[src/rtl/ud_counter_mc_pkg.sv]
// Shared types and helpers for the multi-channel up/down counter.
//   udc_mode_e      : per-channel overflow behaviour (wrap / saturate)
//   udc_dir_e       : count direction decoded from {cu, cd}
//   udc_clamp_step  : limits a step magnitude to the terminal count
// Optional feature macro: UD_COUNTER_MC_SAT_EN (enables saturate mode).
package ud_counter_mc_pkg;

    // Widest counter the clamp helper supports.
    localparam int unsigned UDC_MAXW = 64;

    typedef enum logic {
        UDC_WRAP = 1'b0,
        UDC_SAT  = 1'b1
    } udc_mode_e;

    typedef enum logic [1:0] {
        UDC_HOLD = 2'b00,
        UDC_DOWN = 2'b01,
        UDC_UP   = 2'b10,
        UDC_BOTH = 2'b11
    } udc_dir_e;

    // Steps larger than the terminal count behave as the terminal count.
    function automatic logic [UDC_MAXW-1:0] udc_clamp_step(
        input logic [UDC_MAXW-1:0] step,
        input logic [UDC_MAXW-1:0] max_cnt
    );
        return (step > max_cnt) ? max_cnt : step;
    endfunction

endpackage

[src/rtl/ud_counter_chan.sv]
// One counter channel: load / step / wrap / saturate datapath with registered
// count, terminal-count pulses and boundary levels.
// Ports:
//   clk, rst (async active-low), ce (clock enable)
//   ld, cu, cd, mode, step[STEPW], d[WID]   : channel controls
//   q[WID], tc_up, tc_dn, at_max, at_zero   : registered outputs
// Optional feature macro: UD_COUNTER_MC_SAT_EN (saturate mode; wrap only otherwise).
module ud_counter_chan
    import ud_counter_mc_pkg::*;
#(
    parameter int unsigned    WID     = 16,
    parameter int unsigned    STEPW   = 4,
    parameter logic [WID-1:0] pMaxCnt = {WID{1'b1}}
) (
    input  logic             clk,
    input  logic             rst,
    input  logic             ce,
    input  logic             ld,
    input  logic             cu,
    input  logic             cd,
    input  logic             mode,
    input  logic [STEPW-1:0] step,
    input  logic [WID-1:0]   d,
    output logic [WID-1:0]   q,
    output logic             tc_up,
    output logic             tc_dn,
    output logic             at_max,
    output logic             at_zero
);

    // One extra bit so sums and modulus never truncate.
    localparam int unsigned   SW    = WID + 1;
    localparam logic [SW-1:0] MAX_X = SW'(pMaxCnt);
    localparam logic [SW-1:0] MOD_X = MAX_X + SW'(1);

    logic           sat;
    logic [WID-1:0] step_c;
    logic [SW-1:0]  q_x;
    logic [SW-1:0]  step_x;
    logic [SW-1:0]  sum_x;
    logic [SW-1:0]  wrap_up_x;
    logic [SW-1:0]  wrap_dn_x;
    logic [WID-1:0] q_nxt;
    logic           tc_up_nxt;
    logic           tc_dn_nxt;

`ifdef UD_COUNTER_MC_SAT_EN
    assign sat = (udc_mode_e'(mode) == UDC_SAT);
`else
    // Saturate logic absent: mode is accepted but has no effect.
    logic unused_mode;
    assign unused_mode = mode;
    assign sat         = 1'b0;
`endif

    assign step_c    = WID'(udc_clamp_step(UDC_MAXW'(step), UDC_MAXW'(pMaxCnt)));
    assign q_x       = SW'(q);
    assign step_x    = SW'(step_c);
    assign sum_x     = q_x + step_x;
    assign wrap_up_x = sum_x - MOD_X;
    assign wrap_dn_x = q_x + MOD_X - step_x;

    // Next count and crossing pulses; ld wins over counting, ce=0 holds.
    always_comb begin
        q_nxt     = q;
        tc_up_nxt = 1'b0;
        tc_dn_nxt = 1'b0;
        if (ce) begin
            if (ld) begin
                q_nxt = (d > pMaxCnt) ? pMaxCnt : d;
            end else begin
                case (udc_dir_e'({cu, cd}))
                    UDC_UP: begin
                        if (sum_x <= MAX_X) begin
                            q_nxt = WID'(sum_x);
                        end else if (sat) begin
                            q_nxt     = pMaxCnt;
                            tc_up_nxt = (q != pMaxCnt);
                        end else begin
                            q_nxt     = WID'(wrap_up_x);
                            tc_up_nxt = 1'b1;
                        end
                    end
                    UDC_DOWN: begin
                        if (step_x <= q_x) begin
                            q_nxt = WID'(q_x - step_x);
                        end else if (sat) begin
                            q_nxt     = '0;
                            tc_dn_nxt = (q != '0);
                        end else begin
                            q_nxt     = WID'(wrap_dn_x);
                            tc_dn_nxt = 1'b1;
                        end
                    end
                    default: ;
                endcase
            end
        end
    end

    // Count and flag registers; levels are registered from the next count.
    always_ff @(posedge clk or negedge rst) begin
        if (!rst) begin
            q       <= '0;
            tc_up   <= 1'b0;
            tc_dn   <= 1'b0;
            at_max  <= (pMaxCnt == '0);
            at_zero <= 1'b1;
        end else begin
            q       <= q_nxt;
            tc_up   <= tc_up_nxt;
            tc_dn   <= tc_dn_nxt;
            at_max  <= (q_nxt == pMaxCnt);
            at_zero <= (q_nxt == '0);
        end
    end

endmodule

[src/rtl/ud_counter_mc.sv]
// Multi-channel up/down counter: NCH independent channels behind one clock
// enable, each with programmable step, modulus pMaxCnt+1, wrap/saturate mode.
// Ports:
//   clk, rst (async active-low), ce
//   ld, cu, cd, mode [NCH]; step [NCH*STEPW]; d [NCH*WID]
//   q [NCH*WID]; tc_up, tc_dn, at_max, at_zero [NCH]
// Optional feature macro: UD_COUNTER_MC_SAT_EN (saturate mode per channel).
module ud_counter_mc
    import ud_counter_mc_pkg::*;
#(
    parameter int unsigned    NCH     = 4,
    parameter int unsigned    WID     = 16,
    parameter int unsigned    STEPW   = 4,
    parameter logic [WID-1:0] pMaxCnt = {WID{1'b1}}
) (
    input  logic                 clk,
    input  logic                 rst,
    input  logic                 ce,
    input  logic [NCH-1:0]       ld,
    input  logic [NCH-1:0]       cu,
    input  logic [NCH-1:0]       cd,
    input  logic [NCH-1:0]       mode,
    input  logic [NCH*STEPW-1:0] step,
    input  logic [NCH*WID-1:0]   d,
    output logic [NCH*WID-1:0]   q,
    output logic [NCH-1:0]       tc_up,
    output logic [NCH-1:0]       tc_dn,
    output logic [NCH-1:0]       at_max,
    output logic [NCH-1:0]       at_zero
);

    for (genvar i = 0; i < NCH; i++) begin : g_chan
        ud_counter_chan #(
            .WID     (WID),
            .STEPW   (STEPW),
            .pMaxCnt (pMaxCnt)
        ) u_chan (
            .clk     (clk),
            .rst     (rst),
            .ce      (ce),
            .ld      (ld[i]),
            .cu      (cu[i]),
            .cd      (cd[i]),
            .mode    (mode[i]),
            .step    (step[i*STEPW +: STEPW]),
            .d       (d[i*WID +: WID]),
            .q       (q[i*WID +: WID]),
            .tc_up   (tc_up[i]),
            .tc_dn   (tc_dn[i]),
            .at_max  (at_max[i]),
            .at_zero (at_zero[i])
        );
    end

endmodule
[config.mk]
export PLATFORM = sky130hd
export DESIGN_NAME = ud_counter_mc
export DESIGN_NICKNAME = d
export VERILOG_FILES = /design/src/rtl/ud_counter_mc_pkg.sv /design/src/rtl/ud_counter_chan.sv /design/src/rtl/ud_counter_mc.sv
export SDC_FILE = /design/constraint.sdc
export NUM_CORES = 1
export LEC_CHECK = 0
export BUFFER_PORTS_ARGS = -buffer_cell sky130_fd_sc_hd__buf_4
export CAP_MARGIN = 5
export CORE_AREA = 2 2 225 161
export DETAILED_ROUTE_END_ITERATION = 6
export DIE_AREA = 0 0 227 163
export GPL_TIMING_DRIVEN = 0
export PLACE_DENSITY = 0.49
export SLEW_MARGIN = 20
export SYNTH_ARGS = -nofsm -noshare
export SYNTH_HDL_FRONTEND = slang
export SYNTH_HIERARCHICAL = 1
export SYNTH_SLANG_ARGS = --single-unit
[constraint.sdc]
create_clock -name clk -period 9 [get_ports clk]
set_input_delay 0 -clock clk [delete_from_list [all_inputs] [get_ports clk]]
set_output_delay 0 -clock clk [all_outputs]
set_load 0.005 [all_outputs]
==> implementation parameters <==
Parameter                              Value

Place
  Post-DP Area    10500 µm²
  DPL Wire Length    27.22 mm
  Count of buffers inserted at the top-level ports    173
  Gp weighted congestion    0.9328

STA
  Tightest Pin Transition    1100 ps
  Number of endpoints failing setup at the final stage    0
  Final count of hold timing violations    0
  Summed negative setup slack over all endpoints    0 ps
  Maximum frequency from static timing analysis    0.2574 GHz
  Final period util    43.16%
  Worst slew margin    25.68%
  Count of pins over their slew limit    0
  Post-layout min period    3884 ps
  Unrepaired setup endpoints after global routing    false
  Worst setup skew after layout    10.13 ps

Synthesis
  Netlist area before placement    8594 µm²
  Leading register cell type out of synthesis    sky130_fd_sc_hd__dfrtp_1
  Average cell area after synthesis    8.010 µm²
  Count of distinct cell types in the synthesized netlist    104
  Async SR Flop Fraction    100.0%
  Sequential-to-total area share from yosys stat    23.35%
  Synth Register Bits    80
  Number of nets in the synthesized netlist    1220
  Count of warnings emitted by yosys    6
  Gate Count Post-Synth    1073
  Number of flops mapped to enable cells by yosys    0

Cells and area
  Fraction of layout instances using a drive strength above 1    21.19%
  Filler cell count in the final layout    3808
  Relative area change from synthesis to final layout    29.51%
  Area of all placed cells without fillers    11130 µm²
  ANT cells    0
  Nets@finish    1435

Die
  Die Height    163 µm
  Starting utilization of the core area    24.47%
  Number of standard-cell rows in the floorplan    58
  Number of top-level design ports    179
  Core Region    35120 µm²
  Die footprint    37000 µm²
  Die width    227 µm

Detailed routing
  Final Routed Wirelength    35.57 mm
  Total via count after detailed routing    9541
  Count of TritonRoute iterations in the first routing pass    5
  Count of nets left with antenna violations after detail routing    0
  Residual DRC count    0
  Iteration-0 DRC Markers    946
  Drt via density    5.381
  Average detailed-routed wire length per instance    20.06 µm

Clock tree
  Clock transition at the registers of the reported paths    70 ps
  Count of H-tree levels built during CTS    3
  Clock buffer depth    2
  Resized cells post-CTS    0
  Total CTS buffers    9
  Cell at the root of the clock tree    sky130_fd_sc_hd__clkbuf_16
  Clk_lat worst skew    370 ps
  TritonCTS clock tree    yes
  Sink count of the clock tree    80

Run status
  Result of the run    complete, no violations

Power
  Largest vdd supply drop    0.00007142 V
  Leakage    4.480 nW
  Ratio of total power to cell area    156.3 nW/µm²

Global routing
  Overall overflow remaining after global route    0
  Pin count of the biggest net entering global routing    81
  Vias in the first global route    9043
  GRT Overall Usage    19.13%
  Antenna violations before repair    0
  First-pass GRT wire length    53.83 mm

Setup path
  Startpoint kind of the worst setup timing path    register
  R2r setup slk    5120 ps
  Max Fanout on Critical Path    10
  Endpoint kind of the worst setup timing path    register
  Category of the critical setup timing path    register to register
  Required time reported for the critical path endpoint    9280 ps
  Data arrival time of the critical path    4160 ps

Flow run
  Number of violations of the max-capacitance limit    0

Min path
  Kind of path behind the tightest hold check    input port to register
==> placed cells by master (no fill, tap or decap), types with 9 or more instances in the layout <==
master / n
sky130_fd_sc_hd__a211oi_1: 12
sky130_fd_sc_hd__a21oi_1: 63
sky130_fd_sc_hd__a22oi_1: 9
sky130_fd_sc_hd__a31oi_1: 13
sky130_fd_sc_hd__buf_2: 13
sky130_fd_sc_hd__buf_4: 175
sky130_fd_sc_hd__buf_6: 11
sky130_fd_sc_hd__clkbuf_1: 49
sky130_fd_sc_hd__clkbuf_16: 9
sky130_fd_sc_hd__dfrtp_1: 76
sky130_fd_sc_hd__dlygate4sd3_1: 31
sky130_fd_sc_hd__ha_1: 40
sky130_fd_sc_hd__inv_1: 90
sky130_fd_sc_hd__mux2i_1: 10
sky130_fd_sc_hd__nand2_1: 69
sky130_fd_sc_hd__nand2b_1: 30
sky130_fd_sc_hd__nand3_1: 28
sky130_fd_sc_hd__nand4_1: 24
sky130_fd_sc_hd__nor2_1: 67
sky130_fd_sc_hd__nor2b_1: 18
sky130_fd_sc_hd__nor3_1: 29
sky130_fd_sc_hd__nor4_1: 24
sky130_fd_sc_hd__o211ai_1: 12
sky130_fd_sc_hd__o21ai_0: 50
sky130_fd_sc_hd__o221ai_1: 15
sky130_fd_sc_hd__o22ai_1: 21
sky130_fd_sc_hd__or3_1: 17
sky130_fd_sc_hd__or4_1: 18
sky130_fd_sc_hd__xnor2_1: 21
==> kinds of logic (layout without fill, tap and decap cells) <==
kind of cell               Yosys count  in the layout  share of synthesized area [%]
xor gates and xnor gates            28             28                          2.853
adders and majority gates           48             48                          7.687
muxes                               14             14                          1.689
buffers and inverters              169            389                          8.764
and+or+nand+nor                    400            400                          27.15
DFF                                 80             80                          23.35
AOI/OAI and AO/OA                  334            334                          28.50
==> timing repair <==
| item | in CTS | in global routing |
|---|---|---|
| endpoints found under the hold margin | 107 | 0 |
| hold buffers | 31 | 0 |
| setup buffers | 0 | 0 |
==> routing by layer <==
metal / vias up / track usage, % / wire length (µm)
met4: 0 / 4.843 / 410
met3: 34 / 4.979 / 3063
met2: 429 / 27.45 / 15020
met1: 4625 / 28.10 / 17070
li1: 4453 / - / -
met5: - / 0 / 0
==> stage by stage <==
step | std cells | power [mW] | setup slack (ps) | utilization [%] | hold slack (ps)
CTS | 1773 | 1.747 | 5192 | 31.69 | 0.4740
global placement | 1726 | 1.291 | 5234 | 29.88 | 310.9
floorplan | 1073 | 0.9742 | 5775 | - | -295.6
finish | 1773 | 1.740 | 5116 | 31.69 | 32.08
detailed placement | 1726 | 1.293 | 5220 | 29.89 | 159.0
global route | 1773 | 1.861 | 4965 | 31.69 | 13.10
==> cell usage after synthesis (8+ instances only) <==
library cell / instances / area (µm²)
sky130_fd_sc_hd__a211oi_1: 12 / 90.09
sky130_fd_sc_hd__a21o_1: 8 / 60.06
sky130_fd_sc_hd__a21oi_1: 63 / 315.3
sky130_fd_sc_hd__a22oi_1: 9 / 67.56
sky130_fd_sc_hd__a31oi_1: 13 / 81.33
sky130_fd_sc_hd__and2_1: 8 / 50.05
sky130_fd_sc_hd__buf_2: 13 / 65.06
sky130_fd_sc_hd__buf_6: 10 / 112.6
sky130_fd_sc_hd__clkbuf_1: 47 / 176.4
sky130_fd_sc_hd__dfrtp_1: 76 / 1902
sky130_fd_sc_hd__fa_1: 8 / 160.2
sky130_fd_sc_hd__ha_1: 40 / 500.5
sky130_fd_sc_hd__inv_1: 90 / 337.8
sky130_fd_sc_hd__mux2i_1: 10 / 100.1
sky130_fd_sc_hd__nand2_1: 69 / 259.0
sky130_fd_sc_hd__nand2b_1: 30 / 187.7
sky130_fd_sc_hd__nand3_1: 28 / 140.1
sky130_fd_sc_hd__nand4_1: 24 / 150.1
sky130_fd_sc_hd__nor2_1: 67 / 251.5
sky130_fd_sc_hd__nor2b_1: 18 / 112.6
sky130_fd_sc_hd__nor3_1: 29 / 145.1
sky130_fd_sc_hd__nor4_1: 24 / 150.1
sky130_fd_sc_hd__o211a_1: 8 / 80.08
sky130_fd_sc_hd__o211ai_1: 12 / 90.09
sky130_fd_sc_hd__o21ai_0: 50 / 250.2
sky130_fd_sc_hd__o21ai_1: 8 / 40.04
sky130_fd_sc_hd__o221ai_1: 15 / 131.4
sky130_fd_sc_hd__o22ai_1: 21 / 131.4
sky130_fd_sc_hd__or3_1: 17 / 106.4
sky130_fd_sc_hd__or4_1: 18 / 135.1
sky130_fd_sc_hd__xnor2_1: 21 / 183.9
==> cell type report <==
| class | count | area (µm²) | area share, % |
|---|---|---|---|
| Multi-Input combinational cell | 824 | 5834 | 52.42 |
| Clock buffer | 12 | 246.5 | 2.214 |
| Tap cell | 480 | 600.6 | 5.396 |
| Sequential cell | 80 | 2007 | 18.03 |
| Clock inverter | 4 | 76.32 | 0.6857 |
| Timing Repair Buffer | 204 | 1613 | 14.49 |
| Buffer | 76 | 404.1 | 3.631 |
| Inverter | 93 | 349.1 | 3.136 |
==> final timing paths <==
path / startpoint / end / cells after the start
setup / recovery: g_chan[2].u_chan/q[2] / g_chan[2].u_chan/at_zero / 10
hold / removal: d[39] / g_chan[2].u_chan/q[7] / 3
setup reg to reg: g_chan[2].u_chan/q[2] / g_chan[2].u_chan/at_zero / 10
hold reg to reg: g_chan[3].u_chan/q[15] / g_chan[3].u_chan/tc_dn / 1
max in group asynchronous: rst / g_chan[0].u_chan/q[10] / 2
min in group asynchronous: rst / g_chan[3].u_chan/q[3] / 2
==> worst max-delay path: stages, from the launching register on <==
cell and delay, ps:
sky130_fd_sc_hd__dfrtp_1 420, sky130_fd_sc_hd__ha_1 280, sky130_fd_sc_hd__buf_2 180, sky130_fd_sc_hd__o21ai_0 110
sky130_fd_sc_hd__a21oi_1 770, sky130_fd_sc_hd__nor3_1 90, sky130_fd_sc_hd__a221oi_1 390, sky130_fd_sc_hd__o211ai_1 210
sky130_fd_sc_hd__or4_1 630, sky130_fd_sc_hd__or4_1 550, sky130_fd_sc_hd__nor4_2 160
==> sequential cells by signal, summed over array words and instances, names as in the netlist <==
| register | flops |
|---|---|
| g_chan.u_chan/tc_up | 4 |
| g_chan.u_chan/tc_dn | 4 |
| g_chan.u_chan/q | 64 |
| g_chan.u_chan/at_max | 4 |
| g_chan.u_chan/at_zero | 4 |
==> power by group <==
part	internal, mW	switching (mW)	leakage (nW)
clock	0.252	0.173	0.153
combinational	0.336	0.504	3.36
sequential	0.408	0.0663	0.969
No activity file was read; power rests on OpenSTA's default activity.
